$ cat config.mk
export PLATFORM = sky130hd
export DESIGN_NAME = uart_wb_host
export DESIGN_NICKNAME = d
export VERILOG_FILES = /design/src/rtl/uart_wb_pkg.sv /design/src/rtl/uart_wb_timeout.sv /design/src/rtl/uart_wb_host.sv
export SDC_FILE = /design/constraint.sdc
export NUM_CORES = 1
export LEC_CHECK = 0
export ABC_AREA = 1
export BUFFER_PORTS_ARGS = -buffer_cell sky130_fd_sc_hd__buf_2
export CORE_ASPECT_RATIO = 0.75
export CORE_MARGIN = 8
export CORE_UTILIZATION = 35
export DETAILED_ROUTE_END_ITERATION = 16
export HOLD_SLACK_MARGIN = 0.1
export SETUP_SLACK_MARGIN = 0.5
export SLEW_MARGIN = 20
export SYNTH_ARGS = -nofsm -noshare
export SYNTH_HDL_FRONTEND = slang
export SYNTH_SLANG_ARGS = --single-unit
$ cat constraint.sdc
create_clock -name clk -period 1.4 [get_ports clk]
set_input_delay 0.07 -clock clk [delete_from_list [all_inputs] [get_ports clk]]
set_output_delay 0.07 -clock clk [all_outputs]
set_load 0.01 [all_outputs]
$ cat src/rtl/uart_wb_pkg.sv
// Shared types and constants for the UART Wishbone host.
// Register map of the UART core's 8-bit register port.
package uart_wb_pkg;

    typedef enum logic [1:0] {
        IDLE,
        BUS,
        RSP
    } wb_host_state_e;

    // DLL/DLM alias RBR_THR/IER while LCR[7] is set.
    localparam logic [2:0] RBR_THR = 3'd0;
    localparam logic [2:0] IER     = 3'd1;
    localparam logic [2:0] IIR_FCR = 3'd2;
    localparam logic [2:0] LCR     = 3'd3;
    localparam logic [2:0] MCR     = 3'd4;
    localparam logic [2:0] LSR     = 3'd5;
    localparam logic [2:0] MSR     = 3'd6;
    localparam logic [2:0] SCR     = 3'd7;

    localparam int DEF_TIMEOUT = 16;

    function automatic logic [3:0] sel_of(input logic [1:0] a);
        return 4'b0001 << a;
    endfunction

endpackage

$ cat src/rtl/uart_wb_timeout.sv
// Ack watchdog for the Wishbone host: counts busy cycles and
// flags expiry on the cycle the count sits at TIMEOUT-1.
module uart_wb_timeout
    import uart_wb_pkg::*;
#(
    parameter int TIMEOUT = DEF_TIMEOUT
) (
    input  logic clk,
    input  logic rst_n,
    input  logic clr,
    input  logic en,
    output logic expire
);

    logic [7:0] cnt;

    always_ff @(posedge clk or negedge rst_n) begin
        if (!rst_n) begin
            cnt <= '0;
        end else if (clr) begin
            cnt <= '0;
        end else if (en) begin
            cnt <= cnt + 8'd1;
        end
    end

    assign expire = en && (cnt == 8'(TIMEOUT - 1));

endmodule

$ cat src/rtl/uart_wb_host.sv
// Single-outstanding Wishbone classic master for the UART registers.
// Ack watchdog is built only with UART_WB_HOST_TIMEOUT_EN defined.
module uart_wb_host
    import uart_wb_pkg::*;
#(
    parameter int ADDR_W  = 5,
    parameter int DATA_W  = 8,
    parameter int TIMEOUT = DEF_TIMEOUT
) (
    input  logic              clk,
    input  logic              wb_rst_i,
    input  logic              cmd_valid,
    output logic              cmd_ready,
    input  logic              cmd_we,
    input  logic [ADDR_W-1:0] cmd_addr,
    input  logic [DATA_W-1:0] cmd_wdata,
    output logic              rsp_valid,
    input  logic              rsp_ready,
    output logic [DATA_W-1:0] rsp_rdata,
    output logic              rsp_err,
    output logic [ADDR_W-1:0] wb_addr_o,
    output logic [3:0]        wb_sel_o,
    output logic [DATA_W-1:0] wb_dat_o,
    input  logic [DATA_W-1:0] wb_dat_i,
    output logic              wb_we_o,
    output logic              wb_stb_o,
    output logic              wb_cyc_o,
    input  logic              wb_ack_i
);

    wb_host_state_e state;
    logic           expire;

    if (TIMEOUT < 2 || TIMEOUT > 255) begin : g_bad_timeout
        $error("uart_wb_host: TIMEOUT out of range 2..255");
    end

`ifdef UART_WB_HOST_TIMEOUT_EN
    uart_wb_timeout #(
        .TIMEOUT(TIMEOUT)
    ) u_timeout (
        .clk   (clk),
        .rst_n (wb_rst_i),
        .clr   (state != BUS),
        .en    ((state == BUS) && !wb_ack_i),
        .expire(expire)
    );
`else
    assign expire = 1'b0;
`endif

    always_ff @(posedge clk or negedge wb_rst_i) begin
        if (!wb_rst_i) begin
            state     <= IDLE;
            cmd_ready <= 1'b0;
            rsp_valid <= 1'b0;
            rsp_rdata <= '0;
            rsp_err   <= 1'b0;
            wb_addr_o <= '0;
            wb_sel_o  <= '0;
            wb_dat_o  <= '0;
            wb_we_o   <= 1'b0;
            wb_stb_o  <= 1'b0;
            wb_cyc_o  <= 1'b0;
        end else begin
            unique case (state)
                IDLE: begin
                    cmd_ready <= 1'b1;
                    if (cmd_valid && cmd_ready) begin
                        wb_addr_o <= cmd_addr;
                        wb_dat_o  <= cmd_we ? cmd_wdata : '0;
                        wb_we_o   <= cmd_we;
                        wb_sel_o  <= sel_of(cmd_addr[1:0]);
                        wb_stb_o  <= 1'b1;
                        wb_cyc_o  <= 1'b1;
                        cmd_ready <= 1'b0;
                        state     <= BUS;
                    end
                end
                BUS: begin
                    // Ack takes priority over a same-cycle expiry.
                    if (wb_ack_i || expire) begin
                        rsp_rdata <= (wb_ack_i && !wb_we_o) ? wb_dat_i : '0;
                        rsp_err   <= !wb_ack_i;
                        rsp_valid <= 1'b1;
                        wb_sel_o  <= '0;
                        wb_dat_o  <= '0;
                        wb_we_o   <= 1'b0;
                        wb_stb_o  <= 1'b0;
                        wb_cyc_o  <= 1'b0;
                        state     <= RSP;
                    end
                end
                RSP: begin
                    if (rsp_ready) begin
                        rsp_valid <= 1'b0;
                        cmd_ready <= 1'b1;
                        state     <= IDLE;
                    end
                end
                default: state <= IDLE;
            endcase
        end
    end

endmodule

==> out/metrics.csv <==
stage,metric,value,unit
route,wl_per_cell,15.3,µm
finish,fin_nets,277,
grt,use_met3,5.33,%
clock_network,cts_buffers,5,
route,via_per_inst,4.81,
placement,gp_congestion,0.720,
sta,timing.final.crit_share,77.1,%
clock_network,cts_root_buf,clkbuf_8,
grt,grt_util_all_layers,15.4,%
grt,use_met2,25.5,%
clock_network,htreeDepth,2,
route,num_vias,1457,
sta,max_freq,0.927,GHz
grt,grt_pass1_vias,1464,
grt,gr-total-overflow,0,
power,p_leak,1.24,nW
clock_network,clk_pin_slew_worst_paths,70,ps
route,firstDrtPassIters,4,
finish,synthToLayoutAreaGrowth,77.1,%
floorplan,core_area,0.00366,mm²
synth,ys_seq_area_share,59.7,%
synth,yosysMostFrequentCell,nand2_1,
setup_path,crit_type,flip-flop to flip-flop,
sta,setup-violations-final,0,
route,drt-initial-drc-count,69,
synth,yosys_warnings,0,
grt,grt_pass1_wl,7.32,mm
power,vdd_ir_drop_max,0.000847,V
sta,final.setup_skew,12.0,ps
sta,worst-slew-pin-transition,260,ps
synth,ys_top_cells_by_count,"nand2_1 (50), dfrtp_1 (32), nand3_1 (14), nand4_1 (12), inv_1 (8)",
floorplan,die_h,69.6,µm
grt,busiest_layer,met2,
synth,synth_seq_cells,32,
clock_network,clk_path_buf_depth,2,
grt,antenna_found_initial,0,
synth,postSynthCellCount,142,
floorplan,initial_core_util,36.6,%
route,ant_nets,0,
hold_path,min-delay-path-class,input port to flip-flop,
placement,dp_hpwl,2.68,mm
synth,syn_nets,169,
finish,antenna_cells,0,
grt,use_met1,18.0,%
run_status,status,finished clean,
setup_path,arrival,1240,ps
clock_network,cts_tree,done,
synth,synth_top_cells_by_area,"dfrtp_1 (60%), nand2_1 (14%), nand4_1 (5.6%), nand3_1 (5.2%), buf_6 (2.5%)",
route,wirelength,4.63,mm
sta,drv_slew,0,
sta,layout_min_cycle_time,1080,ps
synth,yosysTopAreaCell,dfrtp_1,
synth,avgSynthCellArea,9.45,µm²
power,power.density,2050,mW/mm²
route,drc,0,
floorplan,die_area,0.00609,mm²
synth,synth.distinct_cells,19,
synth,synth_top_area_share,59.7,%
setup_path,critPathLaunchType,flip-flop,
placement,io_buffer_count,57,
sta,rsz0062_at_grt,true,
flow_run,maxCapViolCount,0,
grt,grt_start_max_net_pins,20,
setup_path,worst_ep_required_time,1560,ps
synth,synthFlopType,dfrtp_1,
floorplan,pin_count,58,
synth,synthArstFlopShare,100,%
setup_path,cp_max_fo,6,
sta,final-hold-violation-count,0,
floorplan,rows,19,
finish,drive_gt1_share,48.2,%
clock_network,clkSinkCount,32,
sta,relSlewSlack,82.6,%
synth,synth_area,0.00134,mm²
floorplan,die_w,87.5,µm
setup_path,endpoint_kind,flip-flop,
sta,finalSetupTns,0,ps
clock_network,clock_latency,290,ps
synth,synth_edf_count,0,
power,finalPower,0.00487,W
==> layout make-up <==
class	count	area [µm²]
multi-input combinational	99	637
clock inverter	1	5.00
clock buffer	7	76.3
timing repair buffer	104	746
tap	52	65.1
fill	315	1280
inverter	8	42.5
sequential	32	805
==> cell families after synthesis <==
| kind of cell | count (synthesis) | synth area share [%] |
|---|---|---|
| buffers and inverters | 17 | 7.28 |
| DFF | 32 | 59.7 |
| AOI/OAI and AO/OA | 12 | 5.41 |
| and+or+nand+nor | 81 | 27.6 |
==> state kept, by name, indices dropped and copies added, names as in the netlist <==
name	flops
wb_addr_o	5
rsp_valid	1
wb_dat_o	8
state	2
rsp_rdata	8
wb_sel_o	4
rsp_err	1
wb_we_o	1
wb_cyc_o	1
cmd_ready	1
==> worst max-delay path: stages, from the launching register on <==
cell,delay (ps)
dfrtp_2,440
nor2_4,150
buf_6,160
nand2_8,80
nand3_2,70
nand2_1,60
==> final timing paths <==
kind	to	depth (start not counted)	slack, ps	start
max in group asynchronous	wb_sel_o[0]	3	700	wb_rst_i
min in group asynchronous	rsp_rdata[5]	2	210	wb_rst_i
max reg2reg	wb_sel_o[0]	5	320	state[1]
max	wb_sel_o[0]	5	320	state[1]
min reg2reg	rsp_err	2	470	rsp_err
min	cmd_ready	4	190	cmd_valid
==> report_power, final <==
group	switching [W]	internal [W]	total, W	leakage [nW]
combinational	0.00138	0.00119	0.00257	0.783
clock	0.000328	0.000348	0.000676	0.0422
sequential	0.000281	0.00135	0.00163	0.411
==> placed cells by master (no fill, tap or decap), drive strengths merged <==
cell type and n:
clkinv 1, clkbuf 8, nand3 19, inv 8
buf 79, o211ai 1, nor2 3, nand4 12
o21ai 10, dlygate4sd3 24, dfrtp 32, o31ai 1
nand2 53
==> timing repair <==
action | in CTS | in global routing
hold buffers | 24 | 0
hold endpoints to repair | 42 | 0
buffers inserted | 11 | 10
pin swaps | 8 | 6
resized for setup | 21 | 18
endpoints found under the setup margin | 41 | 73
cloned | 6 | 0
==> layer usage <==
layer | routed length (µm) | part of all wire, % | vias up
met5 | 0 | 0 | -
met2 | 2320 | 50 | 48
li1 | - | - | 699
met3 | 324 | 7.0 | 8
met4 | 75 | 1.6 | 0
met1 | 1910 | 41 | 702
==> stage by stage <==
| step | worst slack, ps | instances | utilization, % | hold slack, ps | cell area (µm²) |
|---|---|---|---|---|---|
| finish | 321 | 303 | 64.9 | 195 | 2380 |
| global route | 270 | 303 | 64.9 | 198 | 2380 |
| CTS | 343 | 293 | 61.1 | 198 | 2240 |
| detailed placement | 150 | 244 | 45.4 | 27.5 | 1660 |
| global placement | 220 | 244 | 45.4 | 30.2 | 1660 |
| floorplan | 376 | 142 | - | -226 | 1380 |
Note: power is estimated with default switching activity, not from simulation.
